File: src/rtl/win_detector.sv
// -----------------------------------------------------------------------------
// win_detector
//
// Purpose:
//   Sits upstream of the painter. After every placed stone it scans the board
//   outward from the last move in four directions (horizontal, vertical,
//   diagonal, anti-diagonal), looking for WIN_LEN or more same-coloured stones
//   in a row. It reports the game status and a per-cell mask of the winning
//   line, which the board controller uses to repaint those cells as
//   CHESS_WITH_WIN.
//
//   Cell values on the board bus: 0 empty, 1 black, 2 blue, 3 winning stone.
//   The scan visits one cell per clock. Every direction costs three cycles
//   (positive walk, negative walk, evaluate) plus one cycle per matching
//   neighbour. Marking a winning line costs one cycle per stone.
//
//   The status is sticky. Once a win or a draw has been reported, later start
//   requests go straight to DONE without rescanning, until Reset.
//
// Ports:
//   Clck                 in   1    clock, rising edge
//   Reset                in   1    synchronous, active-low reset
//   in_cont_signal       in   1    start request (level)
//   out_cont_signal      out  1    done; held until next_out_cont_signal
//   next_out_cont_signal in   1    downstream has consumed the result
//   board                in   512  cell (x,y) = board[y*32 + x*2 +: 2]
//   move_x, move_y       in   4    coordinates of the last placed stone
//   stone_count          in   9    stones on the board (0..256)
//   winning_information  out  2    00 gaming, 01 draw, 10 black, 11 blue
//   win_mask             out  256  bit y*16+x set = cell is in the winning line
//
//   board, move_x/move_y and stone_count must stay stable from the start
//   request until out_cont_signal rises.
// -----------------------------------------------------------------------------
module win_detector #(
  parameter int BOARD_W = 16,
  parameter int BOARD_H = 16,
  parameter int WIN_LEN = 5
) (
  input  logic                         Clck,
  input  logic                         Reset,
  input  logic                         in_cont_signal,
  output logic                         out_cont_signal,
  input  logic                         next_out_cont_signal,
  input  logic [2*BOARD_W*BOARD_H-1:0] board,
  input  logic [3:0]                   move_x,
  input  logic [3:0]                   move_y,
  input  logic [8:0]                   stone_count,
  output logic [1:0]                   winning_information,
  output logic [BOARD_W*BOARD_H-1:0]   win_mask
);

  // Cell addressing uses 4-bit coordinates, so the board is 16x16.
  localparam int         CELLS      = BOARD_W * BOARD_H;
  localparam logic [8:0] FULL_COUNT = 9'(CELLS);
  localparam logic [4:0] WIN_COUNT  = 5'(WIN_LEN);

  typedef enum logic [2:0] {
    S_IDLE,
    S_LOAD,
    S_SCAN_POS,
    S_SCAN_NEG,
    S_EVAL,
    S_MARK,
    S_DONE
  } state_e;

  // Direction step. dir0 (+1,0), dir1 (0,+1), dir2 (+1,+1), dir3 (+1,-1).
  function automatic logic signed [4:0] delta_x(input logic [1:0] dir);
    return (dir == 2'd1) ? 5'sd0 : 5'sd1;
  endfunction

  function automatic logic signed [4:0] delta_y(input logic [1:0] dir);
    logic signed [4:0] dy;
    case (dir)
      2'd0:    dy = 5'sd0;
      2'd1:    dy = 5'sd1;
      2'd2:    dy = 5'sd1;
      default: dy = -5'sd1;
    endcase
    return dy;
  endfunction

  // ---------------------------------------------------------------------------
  // State
  // ---------------------------------------------------------------------------
  state_e            state_q,     state_d;
  logic              out_cont_q,  out_cont_d;
  logic [1:0]        win_info_q,  win_info_d;
  logic [CELLS-1:0]  win_mask_q,  win_mask_d;
  logic [1:0]        colour_q,    colour_d;
  logic [1:0]        dir_q,       dir_d;
  logic [4:0]        count_q,     count_d;
  logic [3:0]        mx_q,        mx_d;
  logic [3:0]        my_q,        my_d;
  // The cursor is signed with one spare bit. A step off either edge lands on a
  // negative value (15+1 also wraps to -16), so "off the board" is simply the
  // sign bit. The walk never steps on from an off-board cell.
  logic signed [4:0] cur_x_q,     cur_x_d;
  logic signed [4:0] cur_y_q,     cur_y_d;
  logic [3:0]        start_x_q,   start_x_d;
  logic [3:0]        start_y_q,   start_y_d;
  logic [3:0]        end_x_q,     end_x_d;
  logic [3:0]        end_y_q,     end_y_d;

  // ---------------------------------------------------------------------------
  // Board lookups
  // ---------------------------------------------------------------------------
  logic [1:0]        move_cell;
  logic [1:0]        cur_cell;
  logic              cur_in_range;
  logic              cur_match;
  logic [7:0]        cur_idx;
  logic signed [4:0] mxs;
  logic signed [4:0] mys;
  logic [1:0]        dir_next;

  assign move_cell    = board[{move_y, move_x, 1'b0} +: 2];
  assign cur_idx      = {cur_y_q[3:0], cur_x_q[3:0]};
  assign cur_cell     = board[{cur_idx, 1'b0} +: 2];
  assign cur_in_range = !cur_x_q[4] && !cur_y_q[4];
  assign cur_match    = cur_in_range && (cur_cell == colour_q);
  assign mxs          = $signed({1'b0, mx_q});
  assign mys          = $signed({1'b0, my_q});
  assign dir_next     = dir_q + 2'd1;

  // ---------------------------------------------------------------------------
  // Next-state logic
  // ---------------------------------------------------------------------------
  always_comb begin
    // NOTE: every signal driven here gets a default first, so no path leaves
    // one unassigned and no latch is inferred.
    state_d    = state_q;
    win_info_d = win_info_q;
    win_mask_d = win_mask_q;
    colour_d   = colour_q;
    dir_d      = dir_q;
    count_d    = count_q;
    mx_d       = mx_q;
    my_d       = my_q;
    cur_x_d    = cur_x_q;
    cur_y_d    = cur_y_q;
    start_x_d  = start_x_q;
    start_y_d  = start_y_q;
    end_x_d    = end_x_q;
    end_y_d    = end_y_q;

    case (state_q)
      S_IDLE: begin
        if (in_cont_signal && !out_cont_q) begin
          if (win_info_q != 2'b00) begin
            // The game is already decided, so report the stored result.
            state_d = S_DONE;
          end else begin
            win_mask_d = '0;
            state_d    = S_LOAD;
          end
        end
      end

      S_LOAD: begin
        mx_d     = move_x;
        my_d     = move_y;
        colour_d = move_cell;
        if (move_cell == 2'd0 || move_cell == 2'd3) begin
          state_d = S_DONE;
        end else begin
          dir_d     = 2'd0;
          count_d   = 5'd1;
          start_x_d = move_x;
          start_y_d = move_y;
          end_x_d   = move_x;
          end_y_d   = move_y;
          cur_x_d   = $signed({1'b0, move_x}) + delta_x(2'd0);
          cur_y_d   = $signed({1'b0, move_y}) + delta_y(2'd0);
          state_d   = S_SCAN_POS;
        end
      end

      S_SCAN_POS: begin
        if (cur_match) begin
          count_d = count_q + 5'd1;
          end_x_d = cur_x_q[3:0];
          end_y_d = cur_y_q[3:0];
          cur_x_d = cur_x_q + delta_x(dir_q);
          cur_y_d = cur_y_q + delta_y(dir_q);
        end else begin
          cur_x_d = mxs - delta_x(dir_q);
          cur_y_d = mys - delta_y(dir_q);
          state_d = S_SCAN_NEG;
        end
      end

      S_SCAN_NEG: begin
        if (cur_match) begin
          count_d   = count_q + 5'd1;
          start_x_d = cur_x_q[3:0];
          start_y_d = cur_y_q[3:0];
          cur_x_d   = cur_x_q - delta_x(dir_q);
          cur_y_d   = cur_y_q - delta_y(dir_q);
        end else begin
          state_d = S_EVAL;
        end
      end

      S_EVAL: begin
        // Check for a win before checking for a draw. A full board whose last
        // stone completes a line is a win. Overlines also count.
        if (count_q >= WIN_COUNT) begin
          win_info_d = (colour_q == 2'd1) ? 2'b10 : 2'b11;
          cur_x_d    = $signed({1'b0, start_x_q});
          cur_y_d    = $signed({1'b0, start_y_q});
          state_d    = S_MARK;
        end else if (dir_q != 2'd3) begin
          dir_d     = dir_next;
          count_d   = 5'd1;
          start_x_d = mx_q;
          start_y_d = my_q;
          end_x_d   = mx_q;
          end_y_d   = my_q;
          cur_x_d   = mxs + delta_x(dir_next);
          cur_y_d   = mys + delta_y(dir_next);
          state_d   = S_SCAN_POS;
        end else begin
          win_info_d = (stone_count == FULL_COUNT) ? 2'b01 : 2'b00;
          state_d    = S_DONE;
        end
      end

      S_MARK: begin
        // The walk runs from start to end along the winning direction, so
        // every cell it visits is on the board.
        win_mask_d[cur_idx] = 1'b1;
        if (cur_x_q[3:0] == end_x_q && cur_y_q[3:0] == end_y_q) begin
          state_d = S_DONE;
        end else begin
          cur_x_d = cur_x_q + delta_x(dir_q);
          cur_y_d = cur_y_q + delta_y(dir_q);
        end
      end

      S_DONE: begin
        if (next_out_cont_signal) state_d = S_IDLE;
      end

      default: state_d = S_IDLE;
    endcase

    // Registered done flag, high in the same cycle the FSM sits in DONE.
    out_cont_d = (state_d == S_DONE);
  end

  // ---------------------------------------------------------------------------
  // State register
  // ---------------------------------------------------------------------------
  always_ff @(posedge Clck) begin
    if (!Reset) begin
      // NOTE: win_mask is an ordinary flop bank, not a RAM, and it drives an
      // output. It is reset with the rest of the state so that an aborted
      // scan never leaves a partial line behind.
      state_q    <= S_IDLE;
      out_cont_q <= 1'b0;
      win_info_q <= 2'b00;
      win_mask_q <= '0;
      colour_q   <= 2'd0;
      dir_q      <= 2'd0;
      count_q    <= 5'd0;
      mx_q       <= 4'd0;
      my_q       <= 4'd0;
      cur_x_q    <= 5'sd0;
      cur_y_q    <= 5'sd0;
      start_x_q  <= 4'd0;
      start_y_q  <= 4'd0;
      end_x_q    <= 4'd0;
      end_y_q    <= 4'd0;
    end else begin
      // NOTE: non-blocking assignments, so every register samples the
      // pre-edge values no matter what order the statements are in.
      state_q    <= state_d;
      out_cont_q <= out_cont_d;
      win_info_q <= win_info_d;
      win_mask_q <= win_mask_d;
      colour_q   <= colour_d;
      dir_q      <= dir_d;
      count_q    <= count_d;
      mx_q       <= mx_d;
      my_q       <= my_d;
      cur_x_q    <= cur_x_d;
      cur_y_q    <= cur_y_d;
      start_x_q  <= start_x_d;
      start_y_q  <= start_y_d;
      end_x_q    <= end_x_d;
      end_y_q    <= end_y_d;
    end
  end

  assign out_cont_signal     = out_cont_q;
  assign winning_information = win_info_q;
  assign win_mask            = win_mask_q;

endmodule

File: config.mk
export PLATFORM = sky130hd
export DESIGN_NAME = win_detector
export DESIGN_NICKNAME = d
export VERILOG_FILES = /design/src/rtl/win_detector.sv
export SDC_FILE = /design/constraint.sdc
export NUM_CORES = 1
export LEC_CHECK = 0
export ABC_AREA = 0
export BUFFER_PORTS_ARGS = -buffer_cell sky130_fd_sc_hd__buf_4
export CAP_MARGIN = 40
export CELL_PAD_IN_SITES_DETAIL_PLACEMENT = 2
export CELL_PAD_IN_SITES_GLOBAL_PLACEMENT = 2
export CORE_AREA = 2 2 312 314
export CTS_CLUSTER_DIAMETER = 50
export DETAILED_ROUTE_END_ITERATION = 16
export DIE_AREA = 0 0 314 316
export PLACE_DENSITY_LB_ADDON = 0.1
export SLEW_MARGIN = 25
export SYNTH_ARGS = -nofsm -noshare
export SYNTH_HDL_FRONTEND = slang
export SYNTH_SLANG_ARGS = --single-unit
File: constraint.sdc
create_clock -name Clck -period 8.1 [get_ports Clck]
set_clock_uncertainty 0.2 [all_clocks]
set_input_delay 0.405 -clock Clck [delete_from_list [all_inputs] [get_ports Clck]]
set_output_delay 0.405 -clock Clck [all_outputs]
set_load 0.005 [all_outputs]
# [Word level (Yosys, flattened, before mapping)]
# Cells that the tools add are included.
[op_classes] addsub=12 n_lt_le_gt_ge=3 eq_ne=29 n_shift=2 n_mux=68 bitwise=1 reduce_logical=30
[ops] operator="$shiftx A512 B10 Y2" count=2
[ops] operator="$mux W256" count=2
[ops] operator="$pmux W256 S2" count=1
[ops] operator="$or A256 B256 Y256" count=1
[ops] operator="$mux W5" count=26
[ops] operator="$pmux W5 S5" count=2
[ops] operator="$pmux W4 S3" count=4
[ops] operator="$mux W4" count=8
[ops] operator="$mux W3" count=9
[ops] operator="$pmux W3 S7" count=1
[ops] operator="$ne A2 B2 Y1 const B" count=10
[ops] operator="$pmux W5 S2" count=2
[ops] operator="$reduce_and A5 Y1" count=4
[ops] operator="$sub A5 B5 Y5" count=4
[ops] operator="$add A5 B5 Y5" count=3
[ops] operator="$pmux W5 S3" count=1
[ops] operator="$eq A3 B3 Y1 const B" count=4
[ops] operator="$mux W2" count=5
[ops] operator="$eq A9 B9 Y1 const B" count=1
[ops] operator="$lt A8 B9 Y1 const B" count=1
[ops] operator="$reduce_bool A3 Y1" count=3
[ops] operator="$demux W1 S8" count=1
[ops] operator="$eq A4 B4 Y1" count=2
[ops] operator="$ge A8 B1 Y1 const B" count=1
[ops] operator="26 further kinds" count=47
[totals] register_bits=305 inputBits=533 output_inout_bits=259 wordCells=160

# [Logic depth before layout (Yosys ltp)]
[logic_depth] word_depth=11 depth_mapped=18 ltp_nobuf=15

# [Worst setup path before layout]
# OpenSTA, ideal clock, no wires.
[synth_path] path_type="input to register" from="input move_x[0]" to="register count_q[4]" setup_ns=0.070 arrival_ns=3.573 required_ns=7.830 setup_slack_ns=4.257 cell_stages=13 n_path_buf=3 path_cell_list="buf_4 -> buf_4 -> buf_4 -> mux2i_1 -> o22ai_1 -> a2111oi_0 -> a21oi_1 -> mux4_2 -> o21ai_1 -> mux2i_1 -> o211ai_4 -> or4_1 -> a21oi_1"
[synth_via] elab_chain_cells=5 elab_cells_between_ends=6 classes_between="2 x eq/ne; 1 x shift; 3 x reduce/logical"
[synth_lines] element="start, declared" line_no="46" source="input logic [3:0] move_x,"
[synth_lines] element="$shiftx A512 B10 Y2 *" line_no="118" source="assign move_cell = board[{move_y, move_x, 1'b0} +: 2];"
[synth_lines] element="$eq A2 B2 Y1 / $logic_not A2 Y1 (equally long branches)" line_no="165" source="if (move_cell == 2'd0 || move_cell == 2'd3) begin"
[synth_lines] element="$logic_or A1 B1 Y1 *" line_no="165"
[synth_lines] element="$ne A2 B2 Y1 (no source line) *"
[synth_lines] element="$reduce_and A5 Y1 (no source line) *"
[synth_lines] element="end signal, assigned" line_no="285" source="count_q <= count_d;"
[synth_lines] element="end, declared" line_no="93" source="logic [4:0] count_q, count_d;"
# Mark *: on every way between the ends. The rest lies on a longest branch, timed or not.
# A chain may end at the register's enable or synchronous reset.

# [Worst setup path after layout]
[layout_path] from="register cur_x_q[1]" to="register start_x_q[0]"
[layout_via] elab_chain_cells=5
[layout_lines] element="start, declared" line_no="99" source="logic signed [4:0] cur_x_q, cur_x_d;"
[layout_lines] element="start signal, assigned" line_no="288" source="cur_x_q <= cur_x_d;"
[layout_lines] element="$shiftx A512 B10 Y2" line_no="120" source="assign cur_cell = board[{cur_idx, 1'b0} +: 2];"
[layout_lines] element="$eq A2 B2 Y1" line_no="122" source="assign cur_match = cur_in_range && (cur_cell == colour_q);"
[layout_lines] element="$logic_and A1 B1 Y1" line_no="122"
[layout_lines] element="$ne A2 B2 Y1 (no source line)"
[layout_lines] element="$reduce_and A5 Y1 (no source line)"
[layout_lines] element="end signal, assigned" line_no="290" source="start_x_q <= start_x_d;"
[layout_lines] element="end, declared" line_no="101" source="logic [3:0] start_x_q, start_x_d;"
# No other way between the ends.

==> results.yml <==
status:
  run_status: "complete, no violations"
critical_path:
  element_type_at_the_critical_path_end: "flip-flop"
  worst_path_maximum_fanout: 69
  worstReg2RegEnd: "start_x_q[0]"
  worst_ep_arrival_time_ns: 5.78
  ff2ff_path_depth: 12
  timing.critical_path.required_ns: 8.39
  worstSetupPathDepth: 12
  critical_path_buf_inv_count: 2
  setup.worst_path.start_class: "flip-flop"
  worst_r2r_startpoint: "cur_x_q[1]"
  longest_individual_stage_delay_on_the_worst_path_ns: 0.75
  critical-path-top-cell-by-count: "nor4_1"
  rrSetupSlack_ns: 2.60
  crit_path_cell_trace: "buf_12 -> mux4_2 -> mux2_2 -> a221oi_2 -> nor4_1 -> nor4_1 -> nand4b_1 -> a32oi_4 -> buf_8 -> a31oi_2 -> or2_1 -> o21ai_1"
  worstSetupPathType: "reg -> reg"
  critical-path-slowest-cell: "nor4_1"
  category_of_cells_accounting_for_the_largest_share_of_critical_path_delay: "simple AND/OR/NAND/NOR gates"
timing:
  fin_crit_ns: 5.495
  holdWs_ns: 0.04616
  fin_setup_tns_ns: 0
  rsz_0062_raised_after_global_routing: "false"
  hold_viol: 0
  min_period_over_period_pct: 67.84
  finalMaxSlewViolations: 0
  tightestPinTransition_ns: 0.9901
  setup_violation_total_in_the_final_timing_report: 0
  slew_headroom_pct: 34.00
  post_layout_worst_setup_margin_ns: 2.605
  timing.fmax_ghz: 0.1820
final_layout:
  layout-drive-gt1-share_pct: 38.20
  layout_commonest_cell: "buf_4"
  multi_input_area_mm2: 0.01354
  finish.cell_count_without_fillers: 4302
  sequential_cell_area_mm2: 0.006115
  finished_cell_area_mm2: 0.02959
  nNetsFinal: 3543
  area_delta_synth_final_pct: 43.28
  final_cell_mix: "843 x buf_4, 357 x a21oi_1, 318 x nor2_1"
  filler_cell_count: 10750
clock_tree:
  clock_tree.htree_level_count: 2
  root_buffer: "clkbuf_16"
  cts.clk_slew.worst_paths_ns: 0.06
  cts-resized-gates: 0
  clock_sink_count: 305
  numCtsBuffers: 40
  skew_pair_late_insertion_delay_ns: 0.58
  number_of_buffers_between_clock_root_and_the_deepest_sink: 3
  clock_tree_from_tritoncts: "done"
placement:
  io_buffer_count: 791
  detailedPlace.worstSlack_ns: 2.257
  gpl.final_weighted_congestion: 0.9483
  post-place-cells: 4204
  detailed_placement_hpwl_um: 112500
  place_area_mm2: 0.02804
global_route:
  grt_first_pass_wirelength_um: 198200
  antenna_found_initial: 41
  grt_pass1_vias: 25150
  grtUsageTotal_pct: 27.64
  grt_max_degree: 196
  globalRouteOverflowTotal: 0
logic_synthesis:
  edff_count_synth: 0
  async_flop_share_pct: 0
  postSynth.topFlopCell: "dfxtp_1"
  post_synthesis_cell_type_count: 81
  synth.avg_cell_area_um2: 9.079
  mappedNetlistArea_mm2: 0.02065
  seq_area_frac_synth_pct: 29.56
  synth.yosys.warnings: 0
  ys_ff_latch: 305
  mappedNetlistNets: 2844
  synthCells: 2275
floorplan:
  design.die.area_mm2: 0.09922
  coreArea_mm2: 0.09599
  start_util_pct: 21.52
  die_h_um: 316
  ioPinCount: 792
  die_w_um: 314
  floorplan.rows: 114
hold_path:
  worstHoldStart: "move_y[3]"
  number_of_cells_on_the_worst_hold_path: 3
  worstHoldPathType: "in -> reg"
  worst_hold_path.endpoint: "my_q[3]"
power_and_ir_drop:
  ir_worst_vdd_mv: 0.1315
  power_leakage_nw: 11.73
  power_density_mw_per_mm2: 221.1
flow_run:
  cap_violations: 0
detailed_routing:
  post_drt_via_cell_ratio: 5.365
  route.final.wire_length_um: 142300
  routed_wire_length_per_instance_um: 33.09
  drc_errors: 0
  route.antenna.remaining_nets: 0
  drt-pass1-iter-count: 7
  dr.first_iter.drc_count: 1457
  route.vias.total: 23080
[flip-flops by register name, summed over array words and instances, names as in the netlist]
register	cells
colour_q	2
state_q	3
out_cont_signal	1
win_mask	256
cur_x_q	5
end_y_q	4
start_y_q	4
cur_y_q	5
winning_information	2
my_q	4
start_x_q	4
count_q	5
dir_q	2
end_x_q	4
mx_q	4
[synthesized netlist by cell type, drive strengths merged, types with 6 or more instances]
| library cell | number | share of area, % |
|---|---|---|
| nand2b | 12 | 0.36 |
| nor2b | 11 | 0.33 |
| a41oi | 6 | 0.25 |
| buf | 85 | 2.7 |
| a21o | 9 | 0.33 |
| xnor2 | 24 | 1.0 |
| a2111oi | 11 | 0.47 |
| ha | 32 | 1.9 |
| o22ai | 34 | 1.0 |
| or3 | 6 | 0.18 |
| a22o | 16 | 0.68 |
| xor2 | 10 | 0.42 |
| o31ai | 10 | 0.36 |
| a21oi | 358 | 8.7 |
| mux2 | 10 | 0.55 |
| nor3 | 18 | 0.44 |
| and2 | 9 | 0.27 |
| o41ai | 7 | 0.30 |
| o211ai | 16 | 0.67 |
| o221ai | 18 | 0.76 |
| inv | 30 | 0.55 |
| a22oi | 72 | 2.6 |
| clkbuf | 125 | 2.3 |
| mux2i | 254 | 12 |
| a221oi | 12 | 0.57 |
| nand3 | 46 | 1.1 |
| nor4 | 17 | 0.51 |
| mux4 | 149 | 16 |
| dfxtp | 305 | 30 |
| a211oi | 8 | 0.31 |
| nor2 | 339 | 6.2 |
| o21ai | 34 | 0.82 |
| nand2 | 114 | 2.1 |
[stage by stage]
stage	power, W	util [%]
2_1_floorplan	0.003384	-
3_3_place_gp	0.004451	28.93
3_5_place_dp	0.004560	29.21
4_1_cts	0.006551	30.74
5_1_grt	0.006835	30.82
6_report	0.006545	30.83
[how the worst max path moves through the flow]
stage,start,to
4_1_cts,cur_x_q[1],cur_x_q[4]
2_1_floorplan,move_x[0],count_q[4]
6_report,cur_x_q[1],start_x_q[0]
3_3_place_gp,cur_x_q[0],cur_x_q[4]
5_1_grt,cur_x_q[1],start_x_q[0]
3_5_place_dp,cur_x_q[1],cur_x_q[4]
[what timing repair did]
item / 4_1_cts / 5_1_grt
endpoints found under the hold margin: 2 / 0
hold buffers: 1 / 0
buffers inserted: 0 / 0
[layer usage]
| layer | global-route usage [%] | wire, um |
|---|---|---|
| met5 | 0 | 225 |
| met4 | 6.699 | 3295 |
| met3 | 7.005 | 10410 |
| met2 | 49.00 | 70650 |
| met1 | 33.31 | 57760 |
[power breakdown]
part           internal, W  total (W)  switching (W)  leakage (nW)
logic              0.00110    0.00286        0.00176          8.56
clock network      0.00119    0.00196       0.000773         0.706
registers          0.00158    0.00172       0.000147          2.46
[worst register-to-register path, delay by kind of cell (launching register included)]
kind            cells  cell delay [ns]
buf+inv             2             0.74
simple gates        4             1.53
mux                 2             0.97
flops               1             0.74
compound gates      4             1.24
[cells by family (layout without fill, tap and decap cells)]
logic type,count (synthesis),count (layout),synth area share [%]
adders and majority gates,36,36,2.326
muxes,413,413,29.10
and+or+nand+nor,598,598,12.44
DFF,305,305,29.56
AOI/OAI and AO/OA,647,647,19.54
xor gates and xnor gates,34,34,1.442
other,0,21,0
buffers and inverters,242,972,5.591
[area by class of cell]
class,instances,share of cell area (%)
clock inverters,21,1.120
flip-flops and latches,305,20.66
inverters,32,0.4059
multi-input cells,1728,45.76
well taps,1276,5.395
repair buffers,867,22.67
clock buffers,52,3.809
diodes,21,0.1776
Power figures use the tool's default switching activity.
